### config.mk
export PLATFORM = sky130hd
export DESIGN_NAME = tdm_demux1x4
export DESIGN_NICKNAME = d
export VERILOG_FILES = /design/src/rtl/tdm_demux1x4.sv
export SDC_FILE = /design/constraint.sdc
export NUM_CORES = 1
export LEC_CHECK = 0
export CORE_MARGIN = 3
export CORE_UTILIZATION = 50
export DETAILED_ROUTE_END_ITERATION = 16
export PLACE_DENSITY = 0.73
export SYNTH_ARGS = -nofsm -noshare
export SYNTH_HDL_FRONTEND = slang
export SYNTH_SLANG_ARGS = --single-unit
### constraint.sdc
create_clock -name clk -period 4.3 [get_ports clk]
set_input_delay 0.86 -clock clk [delete_from_list [all_inputs] [get_ports clk]]
set_output_delay 0.86 -clock clk [all_outputs]
set_load 0.01 [all_outputs]
### src/rtl/tdm_demux1x4.sv
// rtl/tdm_demux1x4.sv - 1-to-4 serial TDM demultiplexer with sync tracking and frame timeout
// Optional parity slot after channel 3 enabled by `define TDM_DEMUX_PARITY_EN
module tdm_demux1x4 #(
  parameter int FRAME_TIMEOUT = 15
) (
  input  logic       clk,
  input  logic       rst,
  input  logic       din,
  input  logic       din_valid,
  input  logic       sync,
  output logic [1:0] sel,
  output logic [0:3] f,
  output logic       frame_valid,
  output logic       err
`ifdef TDM_DEMUX_PARITY_EN
  ,
  output logic       par_phase,
  output logic       par_err
`endif
);

  typedef enum logic {IDLE, RUN} state_t;

  localparam logic [7:0] TIMEOUT = 8'(FRAME_TIMEOUT);

  state_t     state_q, state_d;
  logic [1:0] sel_q, sel_d;
  logic [0:2] stg_q, stg_d;
  logic [0:3] f_q, f_d;
  logic       fv_q, fv_d;
  logic       err_q, err_d;
  logic [7:0] idle_q, idle_d;
`ifdef TDM_DEMUX_PARITY_EN
  logic       par_q, par_d;
  logic       stg3_q, stg3_d;
  logic       perr_q, perr_d;
`endif

  always_ff @(posedge clk) begin
    if (rst) begin
      state_q <= IDLE;
      sel_q   <= 2'd0;
      stg_q   <= 3'b000;
      f_q     <= 4'b0000;
      fv_q    <= 1'b0;
      err_q   <= 1'b0;
      idle_q  <= 8'd0;
`ifdef TDM_DEMUX_PARITY_EN
      par_q   <= 1'b0;
      stg3_q  <= 1'b0;
      perr_q  <= 1'b0;
`endif
    end else begin
      state_q <= state_d;
      sel_q   <= sel_d;
      stg_q   <= stg_d;
      f_q     <= f_d;
      fv_q    <= fv_d;
      err_q   <= err_d;
      idle_q  <= idle_d;
`ifdef TDM_DEMUX_PARITY_EN
      par_q   <= par_d;
      stg3_q  <= stg3_d;
      perr_q  <= perr_d;
`endif
    end
  end

  always_comb begin
    state_d = state_q;
    sel_d   = sel_q;
    stg_d   = stg_q;
    f_d     = f_q;
    fv_d    = 1'b0;
    err_d   = err_q;
    idle_d  = idle_q;
`ifdef TDM_DEMUX_PARITY_EN
    par_d   = par_q;
    stg3_d  = stg3_q;
    perr_d  = 1'b0;
`endif
    if (state_q == IDLE) begin
      idle_d = 8'd0;
      if (din_valid && sync) begin
        stg_d[0] = din;
        sel_d    = 2'd1;
        state_d  = RUN;
      end
    end else if (!din_valid) begin
      idle_d = idle_q + 8'd1;
      if (idle_q + 8'd1 == TIMEOUT) begin
        state_d = IDLE;
        sel_d   = 2'd0;
        idle_d  = 8'd0;
`ifdef TDM_DEMUX_PARITY_EN
        par_d   = 1'b0;
`endif
      end
    end else begin
      idle_d = 8'd0;
      if (sync) begin
        // sync anywhere but a frame boundary is a resync: flag it and restart at slot 0
`ifdef TDM_DEMUX_PARITY_EN
        if (sel_q != 2'd0 || par_q) err_d = 1'b1;
        par_d = 1'b0;
`else
        if (sel_q != 2'd0) err_d = 1'b1;
`endif
        stg_d[0] = din;
        sel_d    = 2'd1;
`ifdef TDM_DEMUX_PARITY_EN
      end else if (par_q) begin
        if (din == ^{stg_q, stg3_q}) begin
          f_d  = {stg_q, stg3_q};
          fv_d = 1'b1;
        end else begin
          perr_d = 1'b1;
        end
        par_d = 1'b0;
        sel_d = 2'd0;
`endif
      end else if (sel_q == 2'd0) begin
        err_d   = 1'b1;
        state_d = IDLE;
      end else begin
        case (sel_q)
          2'd1: begin
            stg_d[1] = din;
            sel_d    = 2'd2;
          end
          2'd2: begin
            stg_d[2] = din;
            sel_d    = 2'd3;
          end
          default: begin
`ifdef TDM_DEMUX_PARITY_EN
            stg3_d = din;
            par_d  = 1'b1;
`else
            f_d    = {stg_q, din};
            fv_d   = 1'b1;
`endif
            sel_d  = 2'd0;
          end
        endcase
      end
    end
  end

  assign sel         = sel_q;
  assign f           = f_q;
  assign frame_valid = fv_q;
  assign err         = err_q;
`ifdef TDM_DEMUX_PARITY_EN
  assign par_phase   = par_q;
  assign par_err     = perr_q;
`endif

endmodule

# == Word-level counts from Yosys, hierarchy flattened ==
# Cells that the tools add are included.
# W data, S select, Z words.
# totals
reg_bits,20
input_bits,5
output_inout_bits,8
wordCells,62
# classes
add_sub_neg,1
eq_ne,8
mux,25
bitwise,5
reduce_logical,14
# ops
op,count
$mux W2,8
$mux W1,15
$reduce_and A5 Y1,3
$add A8 B1 Y8 const B,1
$eq A8 B4 Y1 const B,1
$reduce_and A3 Y1,2
$reduce_bool A2 Y1,3
$not A1 Y1,5
$reduce_or A5 Y1,1
$ne A2 B2 Y1 const B,2
$ne A4 B4 Y1 const B,1
$pmux W2 S2,1
$reduce_and A4 Y1,1
$reduce_or A4 Y1,1
$mux W3,1
$ne A3 B2 Y1 const B,1
$eq A2 B1 Y1 const B,1
$eq A2 B2 Y1 const B,1
$logic_not A2 Y1,1
$ne A2 B1 Y1 const B,1
$reduce_or A2 Y1,1
$logic_and A1 B1 Y1,1

# == Depth between registers and ports, before layout ==
# Gate-level depths: netlist (run 1).
# depth
word_depth,6
depth_mapped,7
ltp_nobuf,7

# == Least setup slack after synthesis (run 1) ==
# No wires, ideal clock.
# synth_timing
path_kind,input -> register
from,in din_valid
to,"reg sel_q[0], in the netlist sel[0]"
setup_ps,134
t_arrival_ps,1618
t_required_ps,4166
path_slack_ps,2548
stages,5
path_buffers,1
path_cell_list,buf_2 nand2_1 or4_1 o21ai_0 a211oi_2
# synth_between
elab_chain_cells,3
word_cells_on_any_way,7
classes_between,eq/ne (2); mux (2); reduce/logical (3)
# synth_lines
element,line_no,source
from (decl),9,"input logic din_valid,"
$logic_and A1 B1 Y1,84,if (din_valid && sync) begin
$reduce_bool A2 Y1 (no line),-,
$reduce_and A3 Y1 (no line),-,
to (signal assigned),55,sel_q <= sel_d;
to (decl),27,"logic [1:0] sel_q, sel_d;"
# Parallel ways exist; a longest one is shown, timed or not.
# A chain may end at the register's enable or synchronous reset.

# == Final worst setup path (run 1) ==
# layout_timing
from,"reg sel_q[0], in the netlist sel[0]"
to,out sel[0]
# layout_rtl
element,line_no,source
to (decl),11,"output logic [1:0] sel,"
# No word-level cell between the ends.

==> results of run 1 <==
[layer usage]
layer | up-vias | part of all wire (%) | track usage (%) | wire (µm)
met3 | 4 | 4.1 | 6.23 | 73
li1 | 404 | - | - | -
met4 | 0 | 1.7 | 7.62 | 31
met5 | - | 0 | 0 | 0
met1 | 345 | 51 | 21.4 | 910
met2 | 14 | 43 | 24.1 | 757
[flip-flops by register name, indices dropped and copies added (netlist names)]
signal	flops
idle_q	8
f	4
stg_q	3
sel	2
err	1
frame_valid	1
state_q	1
[worst register-to-register path: stages, from the launching register on]
cell and delay [ps]:
sky130_fd_sc_hd__dfxtp_1 500, sky130_fd_sc_hd__ha_1 280, sky130_fd_sc_hd__and3_2 260, sky130_fd_sc_hd__o2111ai_2 160, sky130_fd_sc_hd__a22oi_4 300, sky130_fd_sc_hd__a211oi_2 110
[where the power goes]
part,switching [mW],internal (mW),total [mW]
Sequential,0.00357,0.188,0.191
Clock,0.0541,0.0516,0.106
Combinational,0.0125,0.0105,0.0230
[final cells by class]
cell class / count / share of cell area, %
Tap cell: 25 / 2.65
Multi-Input combinational cell: 79 / 48.4
Timing Repair Buffer: 12 / 10.2
Sequential cell: 20 / 33.9
Inverter: 6 / 1.90
Clock buffer: 4 / 3.07
[worst paths after layout]
| check | from | to | slack, ps | cells after the start |
|---|---|---|---|---|
| hold / removal | stg_q[0] | stg_q[0] | 460 | 2 |
| setup reg to reg | idle_q[0] | sel[1] | 2570 | 5 |
| hold reg to reg | stg_q[0] | stg_q[0] | 460 | 2 |
| setup / recovery | sel[0] | sel[0] | 2130 | 1 |
[kinds of logic after synthesis]
kind of cell | synth area share, %
XOR/XNOR | 4.36
buffers and inverters | 3.12
AND/OR/NAND/NOR | 23.6
adder cells (fa/ha/maj) | 9.98
flip-flops | 39.9
AO/OA/AOI/OAI | 13.1
multiplexers | 5.99
[cells in the mapped netlist (2+ instances only)]
| cell type | count |
|---|---|
| sky130_fd_sc_hd__a211oi_2 | 2 |
| sky130_fd_sc_hd__a21boi_0 | 2 |
| sky130_fd_sc_hd__a21oi_1 | 2 |
| sky130_fd_sc_hd__dfxtp_1 | 20 |
| sky130_fd_sc_hd__ha_1 | 8 |
| sky130_fd_sc_hd__inv_1 | 6 |
| sky130_fd_sc_hd__mux2i_1 | 6 |
| sky130_fd_sc_hd__nand2_1 | 6 |
| sky130_fd_sc_hd__nand3_1 | 4 |
| sky130_fd_sc_hd__nand3b_1 | 2 |
| sky130_fd_sc_hd__nand4_1 | 3 |
| sky130_fd_sc_hd__nor2_1 | 12 |
| sky130_fd_sc_hd__nor2b_1 | 3 |
| sky130_fd_sc_hd__nor3_1 | 6 |
| sky130_fd_sc_hd__o21ai_0 | 2 |
| sky130_fd_sc_hd__o21ai_1 | 2 |
| sky130_fd_sc_hd__xnor2_1 | 3 |
| sky130_fd_sc_hd__xor2_1 | 2 |
[through the flow]
| stage | setup slack, ps | utilization (%) | hold slack [ps] |
|---|---|---|---|
| after floorplan | 2550 | - | 436 |
| after global placement | 2010 | 63.6 | 445 |
| after detailed placement | 1930 | 63.6 | 450 |
| after CTS | 2110 | 65.6 | 467 |
| after global routing | 2060 | 65.6 | 479 |
| final | 2130 | 65.6 | 463 |
==> metrics, run 1 <==
post-synthesis async set-or-reset flop share 0%; # Post-CTS Setup Buffers 0; syn_nets 120; Reg clk slew, reported paths between 100 and 150 ps; number of cells upsized or downsized after cts 0; wire per inst 12.1 µm; Layout Cells excl Fill about 150; Primary FF master, synth sky130_fd_sc_hd__dfxtp_1; number of standard cells after synthesis between 100 and 150; DRC violations left 0; Tightest Pin Transition 468 ps; P_leak ~0.46 nW; Post-Route Skew roughly 6.8 ps; top cells by area in the synthesized netlist sky130_fd_sc_hd__dfxtp_1 (40%), sky130_fd_sc_hd__ha_1 (10%), sky130_fd_sc_hd__mux2i_1 (6.0%); fraction of layout instances using a drive strength above 1 9.09%; class of the worst hold path reg2reg; register area about 400 µm²; Net count, final approximately 140; number of max-cap violations 0; post-synth cell types 34; RSZ-0062 raised after global routing no; H-tree depth 1; area of all placed cells without fillers 1180 µm²; clock root cell sky130_fd_sc_hd__clkbuf_4; series of cell instances along the critical path clkdlybuf4s50_1; width of the die roughly 51 µm; final worst-path cycle share about half; Initial Util 55.7%; clk buf depth 2; number of port buffers 12; worst rel slew slack 68.7%; largest driver fanout on the critical path 5; most area-hungry cell type in the Yosys netlist sky130_fd_sc_hd__dfxtp_1; pin count of the biggest net entering global routing 13; Routed Antenna Nets 0; post-route total power approximately 0.32 mW; final setup TNS 0 ps; final critical path time including I/O delays and setup roughly 2200 ps; area growth from synthesis to layout 17.8%; power per standard cell area ~270 nW/µm²; area enclosed by the die boundary between 2000 and 3000 µm²; worst ir drop on vdd 0.222 mV; Achievable Freq about 460 MHz; multi-input gate area in the final layout between 500 and 600 µm²; via count normalized by instance count ~5.3; Hold Buf Count CTS 0; Std-Cell Rows 15; area of placed instances ~1100 µm²; register bit count reported by yosys 20; count of final setup violators 0; I/O pin count 13; category of the critical setup timing path reg2out; kind of launch point of the worst setup path flop; EDFF count, synth 0; Worst EP arrival between 1000 and 1500 ps; final weighted congestion in routability-driven placement slightly above 0.8; top cell family by delay on the critical path buffers and inverters; GRT overflow 0; pins over their slew limit 0; number of global-route vias before repair 759; number of warning messages in the yosys log 0; CTS tree built; number of diodes added for antenna fixing 0; core area between 1500 and 2000 µm²; Final Hold Fails 0; share of the yosys chip area belonging to registers 39.9%; total routed wirelength approximately 1800 µm; synthesized area divided by synthesized cell count between 9 and 10 µm²; delay of the slowest critical-path stage roughly 580 ps; die extent in y around 51 µm; worst skew pair latency roughly 300 ps; All-Layer GR Usage between 10% and 20%; Vias around 770; detailed-router iteration count before antenna repair 3; cell area after synthesis about 1000 µm²; Synth top area share 39.9%; outcome finished clean; number of antenna violations at the first check in global routing 0; Worst setup EP type output port; commonest cells after routing, fill and taps aside sky130_fd_sc_hd__dfxtp_1 (20), sky130_fd_sc_hd__nor2_1 (12), sky130_fd_sc_hd__clkdlybuf4s50_1 (12); count of fill cells added during filler insertion between 150 and 200; critical path buffer and inverter count 1; required time of the worst setup path 3440 ps; first-pass GRT wire length roughly 3200 µm; DRC marker count from the first detailed-route iteration 6; number of CTS-inserted buffers 3; commonest non-fill, non-tap cell in the layout sky130_fd_sc_hd__dfxtp_1; cell total after placement ~140; critical path's slowest cell sky130_fd_sc_hd__clkdlybuf4s50_1; detailed-placement wirelength estimate roughly 1400 µm; # clock sinks 20
Note: power is estimated with default switching activity, not from simulation.
==> run 2, diff against run 1 <==
- CORE_UTILIZATION: 50 -> 47
- PLACE_DENSITY: 0.73 -> 0.72
- clock period: 4.3 -> 1.8 ns (I/O delays scaled with it)
==> run 2 against run 1 <==
  * First-iteration DRC count stayed put
  * Sequential cell count unchanged
  * Non-clock buffer count is 5 higher
  * Sequential power up 140%
  * Critical path type is now reg2reg
  * Largest cell class unchanged
==> metrics, run 2 (synthesized netlist as in run 1, its figures left out) <==
Int Power 0.603 mW (+140%); worst hold path stage count 2 (unchanged); WHS Endpoint stg_q[0]; Met2 Wirelength 926 µm (+22%); Post-Route Skew 4.01 ps (-2.78 ps); CTS tree built; Initial Util 50.6% (-5.1 points); commonest non-fill, non-tap cell in the layout sky130_fd_sc_hd__dfxtp_1; pins over their slew limit 0 (unchanged); I/O pin count 13 (unchanged); worst ir drop on vdd 0.650 mV (+190%); H-tree depth 1 (unchanged); number of cells upsized or downsized after cts 0 (unchanged); fraction of layout instances using a drive strength above 1 12.7% (+3.6 points); final critical path time including I/O delays and setup between 1500 and 2000 ps; area growth from synthesis to layout 21.8%; DRC marker count from the first detailed-route iteration 6 (unchanged); area enclosed by the die boundary 2730 µm² (+5.6%); pin count of the biggest net entering global routing 12 (-1); final weighted congestion in routability-driven placement 0.770 (-7.4%); cell total after placement 149 (+4.9%); share of power burned in registers 58.9% (-0.9 points); Routed met3 length 58 µm (-21%); Reg clk slew, reported paths 110 ps (about the same); area of all placed cells without fillers 1220 µm² (+3.4%); startpoint of the worst-slack reg-to-reg timing path idle_q[1]; Layout Cells excl Fill 153 (+4.8%); outcome finished clean; RSZ-0062 raised after global routing no; All-Layer GR Usage 17.3% (+0.71 points); Worst EP arrival 1870 ps (+560 ps); wire per inst 12.6 µm (+4.1%); Hold Buf Count CTS 0 (unchanged); total routed wirelength 1930 µm (+9.1%); switching share of total power 22.1% (+0.13 points); final setup TNS 0 ps (unchanged); worst skew pair latency 300 ps (about the same); largest register by flop count idle_q; FF-to-FF End sel[0]; power per standard cell area 633 nW/µm² (+130%); detailed-placement wirelength estimate 1500 µm (+10%); detailed-router iteration count before antenna repair 4 (+1); count of final setup violators 0 (unchanged); final worst-path cycle share just over 90%; final core area utilization 61.7% (-3.9 points); commonest cells after routing, fill and taps aside sky130_fd_sc_hd__dfxtp_1 (20), sky130_fd_sc_hd__nor2_1 (12), sky130_fd_sc_hd__clkdlybuf4s50_1 (12); GRT overflow 0 (unchanged); area of placed instances 1190 µm² (+3.5%); class of the worst hold path reg2reg; Tightest Pin Transition 349 ps (-119 ps); largest driver fanout on the critical path 8 (+3); Placement Setup Slack 85.1 ps (-1840 ps); count of fill cells added during filler insertion 169 (+5.0%); Worst setup EP type flop; Register-to-Register Path Depth 5 (unchanged); worst rel slew slack 76.5% (+7.8 points); # clock sinks 20 (unchanged); required time of the worst setup path 1990 ps (-1450 ps); Worst Hold Launch stg_q[0]; category of the critical setup timing path reg2reg; Routed Antenna Nets 0 (unchanged); Net count, final 140 (+3.7%); post-route total power 0.774 mW (+140%); number of antenna violations at the first check in global routing 0 (unchanged); Setup WS post-layout 121 ps (-2010 ps); first-pass GRT wire length 3460 µm (+9.1%); number of flip-flops under the largest register name 8 (unchanged); number of max-cap violations 0 (unchanged); highest metal layer with signal wires met4; combinational share of power 8.4% (+1.2 points); routed length on met1 911 µm (+0.11%); kind of launch point of the worst setup path flop; Vias 820 (+6.9%); power dissipated by switching net loads 0.171 mW (+140%); clock root cell sky130_fd_sc_hd__clkbuf_4; width of the die 52.2 µm (+2.8%); die extent in y 52.2 µm (+2.8%); P_leak 0.488 nW (+5.4%); number of global-route vias before repair 834 (+9.9%); worst-case hold slack 482 ps (+18.9 ps); DRC violations left 0 (unchanged); number of port buffers 12 (unchanged); clk buf depth 2 (unchanged); setup slack of the worst register-to-register path 120 ps (-2450 ps); # Post-CTS Setup Buffers 0 (unchanged); Achievable Freq between 500 and 600 MHz; Std-Cell Rows 16 (+1); number of diodes added for antenna fixing 0 (unchanged); via count normalized by instance count 5.36 (+2.0%); core area 1980 µm² (+10%); clock share of power 32.8% (-0.2 points); Final Hold Fails 0 (unchanged); number of CTS-inserted buffers 3 (unchanged)
[run 2: cell count changes in the layout (fill, tap and decap cells not counted), sizes merged]
cell / change
buf: +5
[run 2: worst max-delay path, stage by stage, from the launching register on]
cell	delay, ps
sky130_fd_sc_hd__dfxtp_1	480
sky130_fd_sc_hd__ha_1	280
sky130_fd_sc_hd__and3_2	260
sky130_fd_sc_hd__o2111ai_2	150
sky130_fd_sc_hd__a22oi_4	290
sky130_fd_sc_hd__a211oi_2	110
[run 2: layout make-up]
class,count,area (µm²),share of cell area (%)
Inverter,6,22.5,1.84
Tap cell,27,33.8,2.76
Clock buffer,4,36.3,2.97
Sequential cell,20,400,32.8
Multi-Input combinational cell,79,572,46.8
Timing Repair Buffer,17,158,12.9
[run 2: worst max path at each step]
stage | to | from | depth (start not counted)
finish | sel[0] | idle_q[1] | 5
global route | sel[0] | idle_q[1] | 5
CTS | sel[0] | idle_q[1] | 5
detailed placement | sel[0] | din_valid | 5
global placement | sel[0] | din_valid | 5
floorplan | sel[0] | idle_q[0] | 5
[run 2: power by group through the flow]
stage / logic, mW / clock network (mW) / registers, mW
finish: 0.0647 / 0.254 / 0.456
global route: 0.0720 / 0.278 / 0.458
CTS: 0.0648 / 0.265 / 0.456
detailed placement: 0.0642 / 0 / 0.466
global placement: 0.0627 / 0 / 0.465
floorplan: 0.0315 / 0 / 0.466
[run 2: routing by layer]
metal  global-route usage [%]  up-vias
li1                         -      417
met1                     18.8      387
met2                     29.7       10
met3                     5.98        6
met4                     8.09        0
met5                        0        -
